**config.mk**
```make
export PLATFORM = sky130hd
export DESIGN_NAME = pixel_array_ctrl
export DESIGN_NICKNAME = d
export VERILOG_FILES = /design/src/rtl/pixel_ctrl_pkg.sv /design/src/rtl/phase_timer.sv /design/src/rtl/pixel_array_ctrl.sv
export SDC_FILE = /design/constraint.sdc
export NUM_CORES = 1
export LEC_CHECK = 0
export BUFFER_PORTS_ARGS = -buffer_cell sky130_fd_sc_hd__buf_4
export CELL_PAD_IN_SITES_DETAIL_PLACEMENT = 1
export CELL_PAD_IN_SITES_GLOBAL_PLACEMENT = 2
export CORE_MARGIN = 5
export CORE_UTILIZATION = 32
export DETAILED_ROUTE_END_ITERATION = 7
export PLACE_DENSITY_LB_ADDON = 0.12
export SLEW_MARGIN = 20
export SYNTH_ARGS = -nofsm -noshare
export SYNTH_HDL_FRONTEND = slang
export SYNTH_SLANG_ARGS = --single-unit
```
**constraint.sdc**
```tcl
create_clock -name clk -period 2.82 [get_ports clk]
set_clock_uncertainty 0.05 [all_clocks]
set_input_delay 0.564 -clock clk [delete_from_list [all_inputs] [get_ports clk]]
set_output_delay 0.564 -clock clk [all_outputs]
set_load 0.02 [all_outputs]
```
**src/rtl/pixel_ctrl_pkg.sv**
```systemverilog
// Shared types and helpers for the pixel_array frame sequencer.
package pixel_ctrl_pkg;

  typedef enum logic [3:0] {
    StIdle,
    StErase,
    StCorrConv,
    StExpose,
    StDataClr,
    StDataConv,
    StReadSel,
    StReadOut,
    StDone
  } state_t;

  // Full ramp length: counter climbs from 0 to its maximum without wrapping.
  function automatic int unsigned conv_cycles(input int unsigned w);
    return (32'd1 << w) - 32'd1;
  endfunction

endpackage

```
**src/rtl/phase_timer.sv**
```systemverilog
// Loadable down-counter shared by every timed phase; done marks the last cycle of a phase.
module phase_timer #(
  parameter int unsigned Width = 16
) (
  input  logic             clk_i,
  input  logic             reset_i,
  input  logic             load_i,
  input  logic [Width-1:0] load_val_i,
  output logic             done_o
);

  logic [Width-1:0] cnt_q;

  always_ff @(posedge clk_i) begin
    if (reset_i) begin
      cnt_q <= '0;
    end else if (load_i) begin
      cnt_q <= load_val_i;
    end else if (cnt_q != '0) begin
      cnt_q <= cnt_q - Width'(1);
    end
  end

  // A phase loaded with N stays for N cycles: the counter reads N..1 while in it.
  assign done_o = (cnt_q == Width'(1));

endmodule

```
**src/rtl/pixel_array_ctrl.sv**
```systemverilog
// Frame sequencer for pixel_array: erase, optional CDS reset conversion, exposure,
// data conversion, then per-pixel readout onto a valid/ready stream.
module pixel_array_ctrl
  import pixel_ctrl_pkg::*;
#(
  parameter int unsigned PIXEL_COUNT   = 4,
  parameter int unsigned COUNTER_WIDTH = 8,
  parameter int unsigned ERASE_CYCLES  = 5,
  parameter int unsigned EXPOSE_W      = 16,
  localparam int unsigned SEL_W        = $clog2(PIXEL_COUNT)
) (
  input  logic                     clk,
  input  logic                     reset,
  input  logic                     start,
  input  logic                     cds_en,
  input  logic [EXPOSE_W-1:0]      expose_cycles,
  input  logic [COUNTER_WIDTH-1:0] pixel_out,
  output logic                     arr_reset,
  output logic                     erase,
  output logic                     corr,
  output logic                     expose,
  output logic                     convert,
  output logic                     cds,
  output logic                     read,
  output logic [SEL_W-1:0]         pixel_select,
  output logic [COUNTER_WIDTH-1:0] out_data,
  output logic [SEL_W-1:0]         out_index,
  output logic                     out_valid,
  input  logic                     out_ready,
  output logic                     busy,
  output logic                     frame_done
);

  localparam int unsigned CONV_CYCLES = conv_cycles(COUNTER_WIDTH);
  localparam int unsigned TimerW = (EXPOSE_W > COUNTER_WIDTH) ? EXPOSE_W : COUNTER_WIDTH;
  localparam logic [SEL_W-1:0] LastIdx = SEL_W'(PIXEL_COUNT - 1);

  state_t              state_q;
  logic [EXPOSE_W-1:0] expose_len_q;
  logic [SEL_W-1:0]    idx_q;

  logic              timer_load;
  logic [TimerW-1:0] timer_val;
  logic              timer_done;

  // Load the timer on the same edge that enters each timed phase.
  always_comb begin
    timer_load = 1'b0;
    timer_val  = '0;
    case (state_q)
      StIdle: begin
        if (start) begin
          timer_load = 1'b1;
          timer_val  = TimerW'(ERASE_CYCLES);
        end
      end
      StErase: begin
        if (timer_done) begin
          timer_load = 1'b1;
          timer_val  = cds ? TimerW'(CONV_CYCLES) : TimerW'(expose_len_q);
        end
      end
      StCorrConv: begin
        if (timer_done) begin
          timer_load = 1'b1;
          timer_val  = TimerW'(expose_len_q);
        end
      end
      StDataClr: begin
        timer_load = 1'b1;
        timer_val  = TimerW'(CONV_CYCLES);
      end
      default: ;
    endcase
  end

  phase_timer #(
    .Width(TimerW)
  ) u_phase_timer (
    .clk_i     (clk),
    .reset_i   (reset),
    .load_i    (timer_load),
    .load_val_i(timer_val),
    .done_o    (timer_done)
  );

  always_ff @(posedge clk) begin
    if (reset) begin
      state_q      <= StIdle;
      expose_len_q <= '0;
      idx_q        <= '0;
      arr_reset    <= 1'b0;
      erase        <= 1'b0;
      corr         <= 1'b0;
      expose       <= 1'b0;
      convert      <= 1'b0;
      cds          <= 1'b0;
      read         <= 1'b0;
      pixel_select <= '0;
      out_data     <= '0;
      out_index    <= '0;
      out_valid    <= 1'b0;
      busy         <= 1'b0;
      frame_done   <= 1'b0;
    end else begin
      frame_done <= 1'b0;
      case (state_q)
        StIdle: begin
          if (start) begin
            state_q      <= StErase;
            busy         <= 1'b1;
            erase        <= 1'b1;
            arr_reset    <= 1'b1;
            cds          <= cds_en;
            expose_len_q <= (expose_cycles == '0) ? EXPOSE_W'(1) : expose_cycles;
            idx_q        <= '0;
          end
        end
        StErase: begin
          if (timer_done) begin
            erase     <= 1'b0;
            arr_reset <= 1'b0;
            if (cds) begin
              state_q <= StCorrConv;
              corr    <= 1'b1;
              convert <= 1'b1;
            end else begin
              state_q <= StExpose;
              expose  <= 1'b1;
            end
          end
        end
        StCorrConv: begin
          if (timer_done) begin
            state_q <= StExpose;
            corr    <= 1'b0;
            convert <= 1'b0;
            expose  <= 1'b1;
          end
        end
        StExpose: begin
          if (timer_done) begin
            state_q   <= StDataClr;
            expose    <= 1'b0;
            arr_reset <= 1'b1;
          end
        end
        StDataClr: begin
          state_q   <= StDataConv;
          arr_reset <= 1'b0;
          convert   <= 1'b1;
        end
        StDataConv: begin
          if (timer_done) begin
            state_q      <= StReadSel;
            convert      <= 1'b0;
            read         <= 1'b1;
            idx_q        <= '0;
            pixel_select <= '0;
          end
        end
        StReadSel: begin
          // pixel_out has had a full cycle to settle on the selected pixel.
          state_q   <= StReadOut;
          out_data  <= pixel_out;
          out_index <= idx_q;
          out_valid <= 1'b1;
        end
        StReadOut: begin
          if (out_ready) begin
            out_valid <= 1'b0;
            if (idx_q == LastIdx) begin
              state_q      <= StDone;
              read         <= 1'b0;
              pixel_select <= '0;
              frame_done   <= 1'b1;
            end else begin
              state_q      <= StReadSel;
              idx_q        <= idx_q + SEL_W'(1);
              pixel_select <= idx_q + SEL_W'(1);
            end
          end
        end
        StDone: begin
          state_q <= StIdle;
          busy    <= 1'b0;
          cds     <= 1'b0;
        end
        default: state_q <= StIdle;
      endcase
    end
  end

endmodule

```
==> impl_summary.txt <==
----------------------------------------------------
[Drt]
  Met3 wire length ... 256 um
  Antenna-violating nets left ... 0
  Drt wl/cell ... 17.13 um
  DRC marker count from the first detailed-route iteration ... 121
  Post-Route M1 WL ... 4.279 mm
  First-pass detailed-route iteration total ... 4
  Drt drc ... 0
  Aggregate routed wire length ... 9.283 mm
  Via density per instance ... 5.380
  Met2 wire length ... 4.595 mm
  Top routing layer in use ... met4
  Vias after detailed routing ... 2916

[Status]
  Outcome ... completed

[Final layout]
  Filler Cells Inserted ... 1113
  Fin cells ... 542
  Fin nets ... 459
  Sequential cell area ... 1201 um2
  Final non-filler cell area ... 3737 um2
  Area delta synth->final ... 25.40%
  Multi-input gate area ... 1664 um2
  Share of cells above drive strength 1 ... 0.2042
  Diode insertion count for antenna repair ... 0

[Job]
  Total of max-cap violations ... 0

[Setup path]
  Buf/Inv on CP ... 0
  Element type at the critical path end ... flop
  Signal arrival time at the worst endpoint ... 2.51 ns
  Startpoint type of the worst setup path ... flop
  Stage delay of the slowest cell on the critical path ... 0.58 ns
  Maximum fanout count along the critical path ... 6
  Data required time of the worst path ... 2.96 ns
  Crit path max-delay family ... compound AO/OA/AOI/OAI gates
  Series of cell instances along the critical path ... nor3_1 -> and4_1 -> a41oi_1 -> o41ai_1 -> a21oi_1
  Critical path's slowest cell ... sky130_fd_sc_hd__o41ai_1
  Crit Path Category ... flop to flop

[Synth]
  Area fraction of the dominant cell type after synthesis ... 0.4030
  Commonest register cell after synthesis ... sky130_fd_sc_hd__dfxtp_1
  Cell accounting for the most synthesized area ... sky130_fd_sc_hd__dfxtp_1
  Share of the yosys chip area belonging to registers ... 0.4030
  Async set or reset register ratio after synthesis ... 0
  Netlist cell types ... 56
  Synthesized net count ... 407
  Yosys warning count ... 0
  Synthesized flop and latch total ... 60
  Ranking of synthesized cells by area ... sky130_fd_sc_hd__dfxtp_1 (40%), sky130_fd_sc_hd__nand2_1 (9.2%), sky130_fd_sc_hd__a21oi_1 (7.9%)
  Average cell area after synthesis ... 7.948 um2
  Area of the mapped netlist ... 2980 um2
  Top post-synthesis cells by count ... sky130_fd_sc_hd__nand2_1 (73), sky130_fd_sc_hd__dfxtp_1 (60), sky130_fd_sc_hd__a21oi_1 (47), sky130_fd_sc_hd__nor2_1 (19), sky130_fd_sc_hd__clkbuf_1 (17)
  Leading cell type by number of instances after synthesis ... sky130_fd_sc_hd__nand2_1
  Count of flip-flops with a built-in enable after synthesis ... 0
  Cells after synthesis ... 375

[STA]
  Min Tclk post-route ... 2.366 ns
  Peak clock frequency supported by timing ... 422.6 MHz
  Slew of the pin with the lowest slew margin ... 0.8094 ns
  TNS Setup ... 0 ns
  Total count of max-transition violations in the final report ... 0
  Number of endpoints failing setup at the final stage ... 0
  RSZ-0062 raised after global routing ... no
  Min Hold Slack ... 0.4053 ns
  Fin. Hold Viols ... 0
  Headroom to the max-slew limit ... 0.4555
  Part of the cycle the worst path needs ... 0.8392

[Global route]
  First-pass GRT wire length ... 15.33 mm
  Via count of the first global-routing pass ... 3071
  GR Overflow Total ... 0
  Pin count of the biggest net entering global routing ... 30
  Overall global routing resource usage ... 0.1699
  Antenna violations before repair ... 0

[Place]
  Buffers added on ports ... 50
  Placed instance count ... 527
  RD Place Congestion ... 0.7689
  Area after detailed placement ... 3503 um2
  HPWL reported at the end of detailed placement ... 6.918 mm

[Floorplan]
  Number of ports placed on the die boundary ... 51
  Core region area ... 9153 um2
  Initial Utilization ... 0.3256
  Die area ... 11340 um2
  Horiz. Die Dim ... 106.5 um
  Die height ... 106.5 um
  Num rows ... 35

[Clock tree]
  Deepest clock path buffer count ... 2
  CTS H-tree depth ... 3
  Number of sinks driven by the clock tree ... 60
  Buffer count from post-CTS setup fixing ... 0
  TritonCTS clock tree ... built
  Clock root buffer master ... sky130_fd_sc_hd__clkbuf_8
  Cts repair resizes ... 0
  Clk Latency, worst-skew pair ... 0.33 ns
  Post-CTS Hold Buffers ... 0
  Clock transition at path regs ... 0.07 ns
  Total clock buffers created by CTS ... 9

[Pwr]
  Peak supply drop ... 0.3803 mV
  Pwr dens ... 1171 nW/um2
  Post-layout total power ... 4.376 mW
  Static power due to leakage ... 1.435 nW

[Min path]
  HP Class ... flop to flop

----------------------------------------------------
per-stage QoR:
stage	utilization	worst slack (ns)
floorplan	-	0.8395
global placement	0.3828	0.5459
detailed placement	0.3828	0.4932
CTS	0.4083	0.4675
global route	0.4083	0.2697
finish	0.4083	0.4536
path summary, 6_finish.rpt:
| kind | start | end | slack (ns) | cells after the start |
|---|---|---|---|---|
| setup / recovery | u_phase_timer.cnt_q[12] | u_phase_timer.cnt_q[0] | 0.45 | 5 |
| hold / removal | out_data[6] | out_data[6] | 0.41 | 2 |
| setup reg to reg | u_phase_timer.cnt_q[12] | u_phase_timer.cnt_q[0] | 0.45 | 5 |
| hold reg to reg | out_data[6] | out_data[6] | 0.41 | 2 |
worst min-delay path: cells and delay by family (launching register included):
| kind | cells | cell delay (ns) |
|---|---|---|
| flip-flops | 1 | 0.31 |
| AO/OA/AOI/OAI | 1 | 0.05 |
| AND/OR/NAND/NOR | 1 | 0.05 |
cells by family after synthesis:
group | Yosys count | share of synthesized area
buffers and inverters | 29 | 0.03862
AND/OR/NAND/NOR | 162 | 0.2741
XOR/XNOR | 12 | 0.03526
AO/OA/AOI/OAI | 106 | 0.2259
flip-flops | 60 | 0.4030
adder cells (fa/ha/maj) | 3 | 0.01260
multiplexers | 3 | 0.01050
layout by cell type (no fill, tap or decap), types with 2 or more instances in the layout:
cell type | netlist | routed
sky130_fd_sc_hd__nand2_1 | 73 | 73
sky130_fd_sc_hd__buf_4 | 1 | 63
sky130_fd_sc_hd__dfxtp_1 | 60 | 60
sky130_fd_sc_hd__a21oi_1 | 47 | 47
sky130_fd_sc_hd__nor2_1 | 19 | 19
sky130_fd_sc_hd__o21ai_0 | 16 | 16
sky130_fd_sc_hd__clkbuf_8 | 0 | 12
sky130_fd_sc_hd__nor4_1 | 10 | 10
sky130_fd_sc_hd__a31oi_1 | 10 | 10
sky130_fd_sc_hd__nor3_1 | 9 | 9
sky130_fd_sc_hd__a211oi_1 | 9 | 9
sky130_fd_sc_hd__nand3_1 | 8 | 8
sky130_fd_sc_hd__nand2b_1 | 7 | 7
sky130_fd_sc_hd__xnor2_1 | 7 | 7
sky130_fd_sc_hd__inv_1 | 6 | 6
sky130_fd_sc_hd__nand4_1 | 5 | 5
sky130_fd_sc_hd__nor2b_1 | 5 | 5
sky130_fd_sc_hd__xor2_1 | 5 | 5
sky130_fd_sc_hd__and3_1 | 4 | 4
sky130_fd_sc_hd__and2_1 | 4 | 4
sky130_fd_sc_hd__a22oi_1 | 3 | 3
sky130_fd_sc_hd__or4_1 | 3 | 3
sky130_fd_sc_hd__o31ai_1 | 3 | 3
sky130_fd_sc_hd__ha_1 | 3 | 3
sky130_fd_sc_hd__and4_1 | 2 | 2
sky130_fd_sc_hd__nor3b_2 | 2 | 2
sky130_fd_sc_hd__a41oi_1 | 2 | 2
sky130_fd_sc_hd__mux2i_1 | 2 | 2
sky130_fd_sc_hd__nand4b_1 | 2 | 2
sky130_fd_sc_hd__or3_1 | 2 | 2
sky130_fd_sc_hd__o41ai_1 | 2 | 2
sky130_fd_sc_hd__bufinv_16 | 0 | 2
cell type report:
| class | instances | share of cell area |
|---|---|---|
| clock buffer | 12 | 0.04419 |
| tap | 111 | 0.03716 |
| clock inverter | 3 | 0.01841 |
| multi-input combinational | 286 | 0.4453 |
| inverter | 7 | 0.007030 |
| sequential | 60 | 0.3214 |
| timing repair buffer | 63 | 0.1265 |
power by group:
part           switching, mW  internal [mW]
clock network          0.339          0.567
logic                   1.29          0.885
registers              0.256           1.04
total                   1.88           2.50
state kept, by name, indices dropped and copies added, names as in the netlist:
signal	count
convert	1
expose_len_q	16
cds	1
corr	1
state_q	4
read	1
out_index	2
erase	1
busy	1
expose	1
arr_reset	1
out_data	8
frame_done	1
u_phase_timer.cnt_q	16
pixel_select	2
idx_q	2
out_valid	1
layer usage:
layer / vias up / GRT usage
met3: 13 / 0.04007
met1: 1409 / 0.2114
met2: 44 / 0.2919
met5: - / 0
li1: 1450 / -
met4: 0 / 0.05023
Note: power is estimated with default switching activity, not from simulation.
